### src/rtl/rx_byte_fifo.sv
// Receive-side byte sink: aligns on COM, filters COM/IDLE, buffers payload in a show-ahead FIFO.
// Optional saturating dropped-byte counter enabled by defining RX_DROP_CNT_EN.
module rx_byte_fifo #(
    parameter int         DEPTH    = 8,
    parameter logic [7:0] COM_SYM  = 8'hBC,
    parameter logic [7:0] IDLE_SYM = 8'h7C
) (
    input  logic                     clk_4f,
    input  logic                     reset,
    input  logic                     active_serial_paraleloTX,
    input  logic [7:0]               data_serial_paraleloTX,
    input  logic                     pop,
    output logic [7:0]               data_out,
    output logic                     valid,
    output logic                     full,
    output logic                     empty,
    output logic [$clog2(DEPTH):0]   count,
    output logic                     overflow,
    output logic [1:0]               state
`ifdef RX_DROP_CNT_EN
    ,
    output logic [7:0]               drop_count
`endif
);

    localparam int PW = $clog2(DEPTH);
    localparam int CW = PW + 1;
    localparam logic [CW-1:0] FULL_LEVEL = CW'(DEPTH);

    typedef enum logic [1:0] {
        ST_INACTIVE = 2'd0,
        ST_ALIGN    = 2'd1,
        ST_RUN      = 2'd2
    } state_t;

    state_t        cur_state;
    state_t        next_state;
    logic [7:0]    mem [DEPTH];
    logic [PW-1:0] wr_ptr;
    logic [PW-1:0] rd_ptr;
    logic [CW-1:0] occupancy;
    logic          payload;
    logic          do_push;
    logic          do_pop;
    logic          do_drop;

    always_ff @(posedge clk_4f or negedge reset) begin
        if (!reset) begin
            cur_state <= ST_INACTIVE;
        end else begin
            cur_state <= next_state;
        end
    end

    // Losing lane lock overrides every other transition.
    always_comb begin
        next_state = cur_state;
        payload    = 1'b0;
        case (cur_state)
            ST_INACTIVE: begin
                if (active_serial_paraleloTX) begin
                    next_state = ST_ALIGN;
                end
            end
            ST_ALIGN: begin
                if (active_serial_paraleloTX && data_serial_paraleloTX == COM_SYM) begin
                    next_state = ST_RUN;
                end
            end
            ST_RUN: begin
                payload = active_serial_paraleloTX &&
                          data_serial_paraleloTX != COM_SYM &&
                          data_serial_paraleloTX != IDLE_SYM;
            end
            default: begin
                next_state = ST_INACTIVE;
            end
        endcase
        if (!active_serial_paraleloTX) begin
            next_state = ST_INACTIVE;
        end
    end

    // A full FIFO still accepts a byte when the head leaves on the same edge.
    always_comb begin
        do_pop  = pop && !empty;
        do_push = payload && (!full || do_pop);
        do_drop = payload && full && !do_pop;
    end

    assign empty    = (occupancy == '0);
    assign full     = (occupancy == FULL_LEVEL);
    assign valid    = !empty;
    assign count    = occupancy;
    assign data_out = mem[rd_ptr];
    assign state    = cur_state;

    always_ff @(posedge clk_4f or negedge reset) begin
        if (!reset) begin
            for (int i = 0; i < DEPTH; i++) begin
                mem[i] <= 8'h00;
            end
        end else if (do_push) begin
            mem[wr_ptr] <= data_serial_paraleloTX;
        end
    end

    always_ff @(posedge clk_4f or negedge reset) begin
        if (!reset) begin
            wr_ptr    <= '0;
            rd_ptr    <= '0;
            occupancy <= '0;
        end else begin
            if (do_push) begin
                wr_ptr <= wr_ptr + PW'(1);
            end
            if (do_pop) begin
                rd_ptr <= rd_ptr + PW'(1);
            end
            case ({do_push, do_pop})
                2'b10:   occupancy <= occupancy + CW'(1);
                2'b01:   occupancy <= occupancy - CW'(1);
                default: occupancy <= occupancy;
            endcase
        end
    end

    always_ff @(posedge clk_4f or negedge reset) begin
        if (!reset) begin
            overflow <= 1'b0;
        end else if (do_drop) begin
            overflow <= 1'b1;
        end
    end

`ifdef RX_DROP_CNT_EN
    always_ff @(posedge clk_4f or negedge reset) begin
        if (!reset) begin
            drop_count <= 8'h00;
        end else if (do_drop && drop_count != 8'hFF) begin
            drop_count <= drop_count + 8'd1;
        end
    end
`endif

endmodule

### config.mk
export PLATFORM = sky130hd
export DESIGN_NAME = rx_byte_fifo
export DESIGN_NICKNAME = d
export VERILOG_FILES = /design/src/rtl/rx_byte_fifo.sv
export SDC_FILE = /design/constraint.sdc
export NUM_CORES = 1
export LEC_CHECK = 0
export ABC_AREA = 1
export CAP_MARGIN = 20
export CORE_MARGIN = 5
export CORE_UTILIZATION = 35
export CTS_CLUSTER_DIAMETER = 30
export DETAILED_ROUTE_END_ITERATION = 16
export PLACE_DENSITY_LB_ADDON = 0.1
export SKIP_CTS_REPAIR_TIMING = 1
export SLEW_MARGIN = 20
export SYNTH_ARGS = -nofsm -noshare
export SYNTH_HDL_FRONTEND = slang
export SYNTH_SLANG_ARGS = --single-unit
### constraint.sdc
create_clock -name clk_4f -period 2.3 [get_ports clk_4f]
set_clock_uncertainty 0.15 [all_clocks]
set_input_delay 0.46 -clock clk_4f [delete_from_list [all_inputs] [get_ports clk_4f]]
set_output_delay 0.46 -clock clk_4f [all_outputs]
set_load 0.005 [all_outputs]
# --- Word-level counts from Yosys, hierarchy flattened ---
# Cells that the tools add are included.
word_totals:
  regBits: 77
  inputBits: 12
  out_inout_bits: 18
  wordCells: 59
op_classes:
  addsub: 4
  order_cmp: 3
  n_eq_ne: 10
  mux: 11
  bitwise_logic: 2
  reduce_logical: 16
ops:
  columns: ["cell", "n"]
  rows:
  - ["64-bit bitwise mux", 1]
  - ["8-bit binary-select mux with 3-bit select", 1]
  - ["8-bit demux with 3-bit select", 1]
  - ["8-bit 2-to-1 mux", 3]
  - ["8-bit == test, second input constant", 1]
  - ["4-bit greater-or-equal comparator, second input constant", 2]
  - ["1-bit logical AND", 8]
  - ["8-bit by 7-bit inequality test with 1-bit output, second input constant", 1]
  - ["8-bit inequality test, second input constant", 1]
  - ["3-bit NOT with 4-bit output", 2]
  - ["4-bit one-hot mux with 2 select lines", 1]
  - ["3-bit by 1-bit adder with 3-bit output, second input constant", 2]
  - ["2-bit one-hot mux with 3 select lines", 1]
  - ["4-bit by 1-bit adder with 4-bit output, second input constant", 1]
  - ["2-bit by 1-bit == test with 1-bit output, second input constant", 2]
  - ["2-bit == test, second input constant", 2]
  - ["4-bit == test, second input constant", 1]
  - ["4-bit zero test", 1]
  - ["4-bit by 1-bit < comparator with 1-bit output, second input constant", 1]
  - ["2-bit 2-to-1 mux", 2]
  - ["4-bit by 1-bit subtractor with 4-bit output, second input constant", 1]
  - ["1-bit zero test", 3]
  - ["3-bit inequality test, second input constant", 1]
  - ["2-bit zero test", 1]
  - ["other kinds (5)", 5]

# --- Depth between registers and ports, before layout ---
# Gate-level depths: netlist of the first run.
logic_depth:
  ltp_word: 7
  mapped_depth: 18
  depth_no_buf: 16

# --- Least setup slack after synthesis of the first run ---
# No wires, ideal clock.
synth_path:
  kind: "in2reg"
  startpoint: "input port data_serial_paraleloTX[3]"
  endpoint: "register occupancy[2], in the netlist count[2]"
  setup_time_ns: 0.127
  arrival_time_ns: 2.119
  t_required_ns: 2.023
  slack_ns: -0.096
  stages: 14
  n_path_buf: 2
  cell_sequence: "buf_4 nand2_2 inv_2 nand2_1 nor2_2 nor2_4 buf_6 nand2_2 ha_1 xor2_1 ha_1 a21oi_1 xor2_1 o21ai_0"
synth_via:
  elab_chain_cells: 7
  elab_cells_between_ends: 10
  classes_between: "4 x eq/ne; 2 x mux; 4 x reduce/logical"
synth_lines:
  columns: ["element", "line_no", "rtl"]
  rows:
  - ["start: declaration", "11", "input logic [7:0] data_serial_paraleloTX,"]
  - ["8-bit inequality test", "72", "data_serial_paraleloTX != COM_SYM &&"]
  - ["1-bit logical AND", "71", "payload = active_serial_paraleloTX &&"]
  - ["1-bit logical AND (*)", "72", null]
  - ["1-bit 2-to-1 mux (*)", "59", "case (cur_state)"]
  - ["1-bit logical AND (*)", "87", "do_push = payload && (!full || do_pop);"]
  - ["2-bit by 1-bit == test with 1-bit output or 2-bit == test (tied branches)", "120", "case ({do_push, do_pop})"]
  - ["4-bit one-hot mux with 2 select lines or 2-bit nonzero test (tied branches)", null, null]
  - ["end signal: assignment", "121", "2'b10: occupancy <= occupancy + CW'(1);"]
  - ["end signal: assignment", "122", "2'b01: occupancy <= occupancy - CW'(1);"]
  - ["end signal: assignment", "123", "default: occupancy <= occupancy;"]
  - ["end: declaration", "41", "logic [CW-1:0] occupancy;"]
# Every way passes the cells marked *; elsewhere a longest branch is shown, timed or not.
# A chain may end at the register's enable or synchronous reset.

# --- Worst setup path in the final report of the first run ---
layout_path:
  startpoint: "register rd_ptr[0]"
  endpoint: "output port data_out[5]"
layout_via:
  elab_chain_cells: 4
layout_lines:
  columns: ["element", "line_no", "rtl"]
  rows:
  - ["start: declaration", "40", "logic [PW-1:0] rd_ptr;"]
  - ["start signal: assignment", "118", "rd_ptr <= rd_ptr + PW'(1);"]
  - ["3-bit NOT with 4-bit output (implied by the code)", "95", "assign data_out = mem[rd_ptr];"]
  - ["8-bit binary-select mux with 3-bit select", "95", null]
  - ["8-bit 2-to-1 mux (implied by the code) (2 in a row)", "95", null]
  - ["end: declaration", "13", "output logic [7:0] data_out,"]
# Every way passes these cells. The select of a mux whose other input is x is not followed.

==> results.yml, run 1 <==
synthesis:
  synth_fp_nets: 538
  synth-edff-count: 0
  synth_flop_cell: "dfrtp_1"
  netlist-cell-type-count: 28
  syn_avg_cell_area_um2: 8.01
  synth_top_family_by_area: "simple AND/OR/NAND/NOR gates"
  syn_inst: 521
  syn-cell-area_um2: 4170
  synth_simple_gate_area_share_pct: 36.3
  yosysSeqAreaShare_pct: 46.2
  ys_ff_latch: 77
  synthXorXnorAreaFrac_pct: 1.26
  synthAdderAreaFrac_pct: 1.50
  synthMuxAreaShare_pct: 1.92
  yosys_warnings: 0
  async_flop_share_pct: 100
  synth_compound_area_share_pct: 5.94
floorplanning:
  core_area_um2: 11600
  die_y_um: 119
  die_w_um: 119
  die_area_um2: 14200
  start_util_pct: 36.1
  fp-row-count: 39
  io_pins: 30
critical_path:
  rr_startpoint: "state[1]"
  crit_path_frequent_cell: "buf_6"
  critPathKind: "flip-flop to output port"
  cp-start-kind: "flip-flop"
  crit_required_ps: 1690
  worstPathCellList: "buf_6, clkbuf_16, buf_6, mux2i_2, o22ai_2, nand2_2, nand2_1, buf_2"
  crit_path_end_kind: "output port"
  worstPathMaxFanout: 4
  critPathLaunch: "rd_ptr[0]"
  max_stage_delay_ps: 450
  arrival_ps: 1760
  cp_slowest_cell: "dfrtp_2"
pwr:
  pwr_density_cell_nw_per_um2: 969
  power.total_uw: 5210
  leakage_uw: 0.00285
  ir_worst_vdd_v: 0.000523
grt:
  grt_max_degree: 67
  antenna_found_initial: 0
  grt_pass1_wl_um: 19300
  overflow: 0
  track_usage_pct: 16.7
  grt_pass1_vias: 3858
route:
  route.vias.total: 3732
  wirelength_um: 12000
  dr.pass1.iters: 5
  drt_iter0_markers: 241
  viasPerCell: 5.15
  drc: 0
  wl_per_cell_um: 16.5
  drtAntennaViolNets: 0
clock_network:
  cts_buffers: 9
  clk_latency_ps: 330
  htree_levels: 3
  cts-root-buf: "clkbuf_16"
  clock_path_buffers: 2
  clock-sinks: 77
  cts_tree: "done"
  clk_pin_slew_worst_paths_ps: 60
timing:
  rsz0062_at_grt: "yes"
  fin_ws_ps: -65.7
  fin_crit_ps: 2370
  setup_violations: 5
  fmax_ghz: 0.423
  fin_crit_sh_pct: 103
  fin_tns_setup_ps: -167
  max_slew.worst_pin.slew_ps: 680
  maxSlewHeadroom_pct: 54.6
  hold_violations: 0
  finalMaxSlewViolations: 0
min_path:
  hold_path.class: "primary input to flip-flop"
  hp-start: "active_serial_paraleloTX"
layout:
  postLayoutCellArea_um2: 5380
  drive_gt1_share_pct: 20.6
  syn2layout_area_growth_pct: 28.9
  antenna_cells: 0
  nets: 594
placed_design:
  place_area_um2: 4760
  globalplace.congestion: 0.752
  dp_hpwl_um: 7710
  io_buffers: 29
outcome:
  status: "finished, violations left"
  violations: "setup timing"
flow_run:
  max_cap_violations: 0
sequential cells by signal, summed over array words and instances (netlist names):
register	cells
count	4
wr_ptr	3
overflow	1
rd_ptr	3
state	2
mem	64
logic make-up (layout without fill, tap and decap cells):
group                    count (synthesis)  in the layout
AND/OR/NAND/NOR                        321            321
flip-flops                              77             77
buffers and inverters                   57            118
AO/OA/AOI/OAI                           47             47
multiplexers                             8              8
XOR/XNOR                                 6              6
adder cells (fa/ha/maj)                  5              5
power breakdown:
part / internal [uW] / switching, uW
clock: 1070 / 557
sequential: 1430 / 70.5
combinational: 1010 / 1080
path summary, 6_finish.rpt:
check / to / cells past startpoint / slack, ps
min reg2reg: mem[11] / 2 / 310
max in group asynchronous: mem[60] / 3 / 1080
min in group asynchronous: count[0] / 2 / 390
max reg2reg: count[2] / 11 / 250
max: data_out[5] / 8 / -70
min: state[0] / 3 / 280
Yosys cell counts, types with 5 or more instances:
library cell  count  area share [%]
dfrtp_1          77              46
nand2_2           5            0.75
mux2i_1           8             1.9
nand2_1         185              17
ha_1              5             1.5
inv_2             6            0.54
o21ai_0          34             4.1
nand4_1          65             9.7
buf_4             7             1.3
inv_1            17             1.5
clkbuf_1          6            0.54
nor2_2           12             1.8
nand4_2           8             2.4
buf_2            14             1.7
o22ai_1           8             1.2
nor2_1           39             3.5
layout make-up:
type / count / area (um2)
fillers: 1169 / 6190
clock inverters: 3 / 65.1
clock buffers: 13 / 280
multi-input cells: 387 / 2020
repair buffers: 78 / 807
well taps: 143 / 179
flip-flops and latches: 77 / 1930
inverters: 24 / 92.6
per-layer routing:
metal	share of wire (%)	track usage [%]	vias up
met5	0	0	-
met4	1.1	4.20	0
met3	3.8	3.32	12
met2	48	27.9	70
met1	47	22.2	1795
li1	-	-	1855
worst max-delay path: cells and delay by family, from the launching register on:
family / cells / cell delay, ps
AO/OA/AOI/OAI: 1 / 100
multiplexers: 1 / 190
AND/OR/NAND/NOR: 2 / 160
flip-flops: 1 / 450
buffers and inverters: 4 / 530
placed cells by master, fill, tap and decap left out, drive strengths merged:
master and n:
a21oi 1, buf 47, bufinv 2, clkbuf 18, clkdlybuf4s50 10, clkinv 2
dfrtp 77, dlygate4sd3 1, dlymetal6s2s 15, ha 5, inv 23, mux2i 8
nand2 190, nand3 5, nand4 73, nor2 53, o21ai 37, o21bai 1
o22ai 8, xnor2 2, xor2 4
metrics by stage:
step	setup slack [ps]	utilization (%)	instances	hold slack, ps
after detailed placement	-381	41.2	693	195
after CTS	-402	44.2	709	-161
after floorplan	8.06	-	521	14.4
final	-65.7	46.5	725	281
after global placement	-263	41.2	693	190
after global routing	-134	46.5	725	288
Power figures use the tool's default switching activity.
==> run 2: changes to the inputs <==
- SLEW_MARGIN: 20 -> default
==> results of run 2 <==
The final DEF is identical to that of run 1; final timing and power are the same.
